===== config.mk =====
export PLATFORM = sky130hd
export DESIGN_NAME = wr_ingress_ctrl
export DESIGN_NICKNAME = d
export VERILOG_FILES = /design/src/rtl/wr_ingress_ctrl.sv
export SDC_FILE = /design/constraint.sdc
export NUM_CORES = 1
export LEC_CHECK = 0
export ABC_AREA = 1
export ABC_CLOCK_PERIOD_IN_PS = 3600
export CORE_MARGIN = 4
export CORE_UTILIZATION = 35
export CTS_CLUSTER_SIZE = 8
export DETAILED_ROUTE_END_ITERATION = 12
export PLACE_DENSITY = 0.68
export SLEW_MARGIN = 20
export SYNTH_ARGS = -nofsm -noshare
export SYNTH_HDL_FRONTEND = slang
export SYNTH_SLANG_ARGS = --single-unit
export TNS_END_PERCENT = 50

===== constraint.sdc =====
create_clock -name wclk -period 3.6 [get_ports wclk]
set_input_delay 0.36 -clock wclk [delete_from_list [all_inputs] [get_ports wclk]]
set_output_delay 0.36 -clock wclk [all_outputs]
set_load 0.05 [all_outputs]

===== src/rtl/wr_ingress_ctrl.sv =====
// Write-side ingress for an async FIFO: 2-entry skid buffer, drain
// sequencing, sticky overflow containment and stall/drop statistics.
// Ports: wclk/hw_rst/sw_rst; s_valid/s_data/s_ready producer side;
// winc/wdata/wfull/wr_overflow FIFO side; drain_req/drain_done;
// err, stall_cnt, drop_cnt status.
module wr_ingress_ctrl #(
  parameter int DATA_WIDTH   = 8,
  parameter int STICKY_ERROR = 0,
  parameter int STALL_W      = 16,
  parameter int DROP_W       = 8
) (
  input  logic                  wclk,
  input  logic                  hw_rst,
  input  logic                  sw_rst,
  input  logic                  s_valid,
  input  logic [DATA_WIDTH-1:0] s_data,
  output logic                  s_ready,
  input  logic                  drain_req,
  output logic                  drain_done,
  output logic                  winc,
  output logic [DATA_WIDTH-1:0] wdata,
  input  logic                  wfull,
  input  logic                  wr_overflow,
  output logic                  err,
  output logic [STALL_W-1:0]    stall_cnt,
  output logic [DROP_W-1:0]     drop_cnt
);

  typedef enum logic [1:0] {
    RUN   = 2'd0,
    DRAIN = 2'd1,
    DONE  = 2'd2,
    ERR   = 2'd3
  } state_t;

  state_t                r_state;
  state_t                w_state_nxt;
  logic [DATA_WIDTH-1:0] r_mem [2];
  logic                  r_head;
  logic                  r_tail;
  logic [1:0]            r_cnt;
  logic [STALL_W-1:0]    r_stall;
  logic [DROP_W-1:0]     r_drop;

  logic                  w_push;
  logic                  w_pop;
  logic                  w_stall_inc;
  logic                  w_ovf_err;
  logic [DROP_W:0]       w_drop_sum;

  assign s_ready = (r_state == RUN) && (r_cnt != 2'd2)
                   && !hw_rst && !sw_rst;
  assign winc    = (r_cnt != 2'd0) && !wfull && (r_state != ERR)
                   && !hw_rst && !sw_rst;
  assign wdata   = r_mem[r_head];

  assign w_push  = s_valid && s_ready;
  assign w_pop   = winc;

  assign w_stall_inc = (r_cnt != 2'd0) && wfull
                       && (r_state != ERR);
  assign w_ovf_err   = (STICKY_ERROR != 0) && wr_overflow
                       && (r_state != ERR);

  // One spare bit catches the carry so the drop count saturates.
  assign w_drop_sum = {1'b0, r_drop} + (DROP_W+1)'(r_cnt);

  assign err        = (r_state == ERR);
  assign drain_done = (r_state == DONE);
  assign stall_cnt  = r_stall;
  assign drop_cnt   = r_drop;

  always_comb begin
    w_state_nxt = r_state;
    if (w_ovf_err) begin
      w_state_nxt = ERR;
    end else begin
      unique case (r_state)
        RUN:   if (drain_req) w_state_nxt = DRAIN;
        // Registered cnt: entering with an empty buffer costs one cycle.
        DRAIN: if (r_cnt == 2'd0) w_state_nxt = DONE;
        DONE:  if (!drain_req) w_state_nxt = RUN;
        ERR:   w_state_nxt = ERR;
        default: w_state_nxt = RUN;
      endcase
    end
  end

  always_ff @(posedge wclk) begin
    if (hw_rst) begin
      r_state  <= RUN;
      r_head   <= 1'b0;
      r_tail   <= 1'b0;
      r_cnt    <= 2'd0;
      r_stall  <= '0;
      r_drop   <= '0;
      r_mem[0] <= '0;
      r_mem[1] <= '0;
    end else if (sw_rst) begin
      r_state <= RUN;
      r_head  <= 1'b0;
      r_tail  <= 1'b0;
      r_cnt   <= 2'd0;
      r_stall <= '0;
      if (w_drop_sum[DROP_W]) r_drop <= '1;
      else                    r_drop <= w_drop_sum[DROP_W-1:0];
    end else begin
      r_state <= w_state_nxt;
      if (w_push) begin
        r_mem[r_tail] <= s_data;
        r_tail        <= ~r_tail;
      end
      if (w_pop) r_head <= ~r_head;
      unique case ({w_push, w_pop})
        2'b10:   r_cnt <= r_cnt + 2'd1;
        2'b01:   r_cnt <= r_cnt - 2'd1;
        default: r_cnt <= r_cnt;
      endcase
      if (w_stall_inc && !(&r_stall)) r_stall <= r_stall + 1'b1;
    end
  end

endmodule


==> metrics.txt <==
fraction of power consumed by combinational cells=0.101; pre-CTS worst setup slack=approximately 0.57 ns; Reg power frac=0.523; number of buffers added by the clock tree synthesis step=5; final weighted congestion of routability-driven global placement=roughly 0.77; static power due to leakage=between 1 and 1.5 nW; DR vias=roughly 2100; mean area per synthesized cell=8.010 um2; total of fill cells in the finished design=670; pin count of the biggest net entering global routing=18; cell types occupying the most area after synthesis=dfxtp_1, edfxtp_1, nand2_1, nor2_1, a21oi_1; clk_lat worst skew=approximately 0.31 ns; average routed wire per standard cell=roughly 11 um; status=completed; worst setup slack after layout=~0.59 ns; Final Non-Filler Cells=between 400 and 500; RSZ-0062 raised after global routing=false; final antenna diode count=0; Cell Area, Synth=around 2500 um2; power density cells=between 300 and 400 nW/um2; initial cell density of the core=0.3608; number of detailed-route iterations in the first pass=4; final critical-path required period=3.006 ns; DRC violation total after the first TritonRoute iteration=83; Pins Over Slew Limit=0; max frequency=approximately 330 MHz; Overall Global Routing Usage=0.1247; area share of the leading cell type in the synthesized netlist=0.2532; Distinct cells, synth=31; hold buffers post-CTS=0; final hold violation count=0; count of mapped cells out of synthesis=a little over 300; Critical Path Source=hw_rst; number of buffers on the longest clock path=2; Worst Clk Skew=roughly 0.0074 ns; ratio of cells with drive above 1 in the final layout=0.08659; switching power=roughly 0.27 mW; switch share=0.2479; worst-margin pin slew=0.6607 ns; Max VDD drop=around 0.00023 V; worst hold path startpoint=r_tail; arrival time of data at the critical path endpoint=about 2.7 ns; number of sinks handled by clock tree synthesis=47; number of placement rows=30; CTS-repair resized insts=0; IO buf count=slightly below 50; clock transition at the registers of the reported paths=roughly 0.10 ns; CTS H-tree lvls=2; initial antenna violation count=0; Final Hold Slack=approximately 0.47 ns; nature of the critical path endpoint=output port; Layout area overhead=27.97%; Layout Nets=~380; Final Util=0.4617; aggregate negative setup slack=0 ns; CTS tree=done; via count of the first global-routing pass=1843; number of remaining DRC errors=0; worst setup path category=input port to output port; syn nets=330; max-cap violation count=0; total die area=about 8400 um2; Final period util=0.8350; peak fanout along the critical path=17; endpoint required time on the critical path=3.24 ns; flip-flop and latch count after synthesis=47; remaining number of nets flagged by the antenna check after routing=0; share of power burned in the clock network=0.375; Post-CTS Setup Bufs=0; boundary pin count=51; total congestion overflow after global routing=0; worst relative slew slack=0.5591; share of synthesized area occupied by flip-flops and latches=0.4492; FF-to-FF Start=r_state[1]; classification of the worst-slack hold path=register to register; vias per cell=4.619; wire length of the first global-routing pass=about 8500 um; floorplan die width=approximately 90 um; Synth Warn #=0; buffer type at the clock tree root=clkbuf_8; Detailed Place HPWL=~3800 um; Detailed Route WL=approximately 5000 um; number of failing setup endpoints in the final timing report=0; startpoint types=input port; biggest area consumer among synthesized cells=dfxtp_1; internal power=0.8113 mW; core outline area=6794 um2; y dimension of the die=between 90 and 100 um; number of cells in the design after placement=446
metrics by stage:
stage / power, mW / area (um2)
after floorplan: 0.6471 / 2451
after global placement: 0.6853 / 3020
after detailed placement: 0.6877 / 3020
after CTS: 1.088 / 3137
after global routing: 1.119 / 3137
final: 1.079 / 3137
worst max-delay path: stages:
cell and delay, ns:
clkdlybuf4s50_1 0.64, nor2_8 0.26, inv_2 0.18, nor3_2 0.33, clkdlybuf4s50_1 0.87
cells by family (layout without fill, tap and decap cells):
logic type,after synthesis,count (layout),share of synthesized area
mux,9,9,0.04084
xor+xnor,8,8,0.02858
simple gates,151,151,0.2711
buf+inv,42,94,0.07504
compound gates,40,40,0.08627
flops,47,47,0.4492
fa+ha+maj,9,9,0.04901
cell usage after synthesis:
cell type and count:
xor2_1 4, nand2_1 71, fa_1 1, ha_1 8, buf_6 3, buf_4 1
nor2_4 1, and3_1 1, buf_1 1, o21ai_0 10, mux2i_1 1, nand2_2 2
edfxtp_1 16, a21oi_1 26, nor2_1 47, dfxtp_1 31, nand4_1 10, nand3_2 2
nor2_8 1, o21a_1 1, nor2_2 3, clkbuf_1 1, o21ai_2 1, mux2_2 8
nand3_1 12, nor3_2 1, inv_1 33, inv_2 3, a21o_1 1, xnor2_1 4
a211oi_1 1
per-layer routing:
metal	vias to the layer above	share of wire	GRT usage
met2	37	0.47	0.2118
met4	0	0.014	0.04146
met5	-	0	0
met3	5	0.038	0.03117
li1	1097	-	-
met1	958	0.47	0.1538
final cells by class:
class / count / area (um2) / area share
clock buffers: 5 / 68.82 / 0.02194
clock inverters: 3 / 47.55 / 0.01516
inverters: 36 / 135.1 / 0.04308
multi-input cells: 217 / 1166 / 0.3718
flip-flops and latches: 47 / 1101 / 0.3510
well taps: 96 / 120.1 / 0.03829
repair buffers: 50 / 498.0 / 0.1588
cell usage in the layout (no fill, tap or decap), types with 2 or more instances in the layout:
| cell type | n |
|---|---|
| inv_1 | 33 |
| nand2_1 | 71 |
| a21oi_1 | 26 |
| inv_2 | 3 |
| xor2_1 | 4 |
| nand4_1 | 10 |
| edfxtp_1 | 16 |
| clkbuf_8 | 5 |
| nor2_2 | 3 |
| nand3_1 | 12 |
| nand2_2 | 2 |
| xnor2_1 | 4 |
| clkdlybuf4s50_1 | 49 |
| dfxtp_1 | 31 |
| mux2_2 | 8 |
| nor2_1 | 47 |
| o21ai_0 | 10 |
| ha_1 | 8 |
| nand3_2 | 2 |
sequential cells by signal, summed over array words and instances (netlist names), named ones only:
signal and flops:
r_mem 16, stall_cnt 16, drop_cnt 8, r_cnt 2
r_state 2, r_head 1, r_tail 1
power by group through the flow:
stage | clock network, mW | logic, mW | registers (mW)
6_report | 0.405 | 0.109 | 0.565
5_1_grt | 0.434 | 0.119 | 0.566
4_1_cts | 0.413 | 0.111 | 0.565
3_5_place_dp | 0 | 0.111 | 0.577
3_3_place_gp | 0 | 0.109 | 0.576
2_1_floorplan | 0 | 0.0681 | 0.579
path summary, 6_finish.rpt:
kind | cells past startpoint | slack [ns] | endpoint
hold / removal | 2 | 0.47 | r_tail
setup / recovery | 5 | 0.59 | winc
hold reg to reg | 2 | 0.47 | r_tail
setup reg to reg | 10 | 1.68 | r_cnt[1]
(Power assumes the default switching activity.)
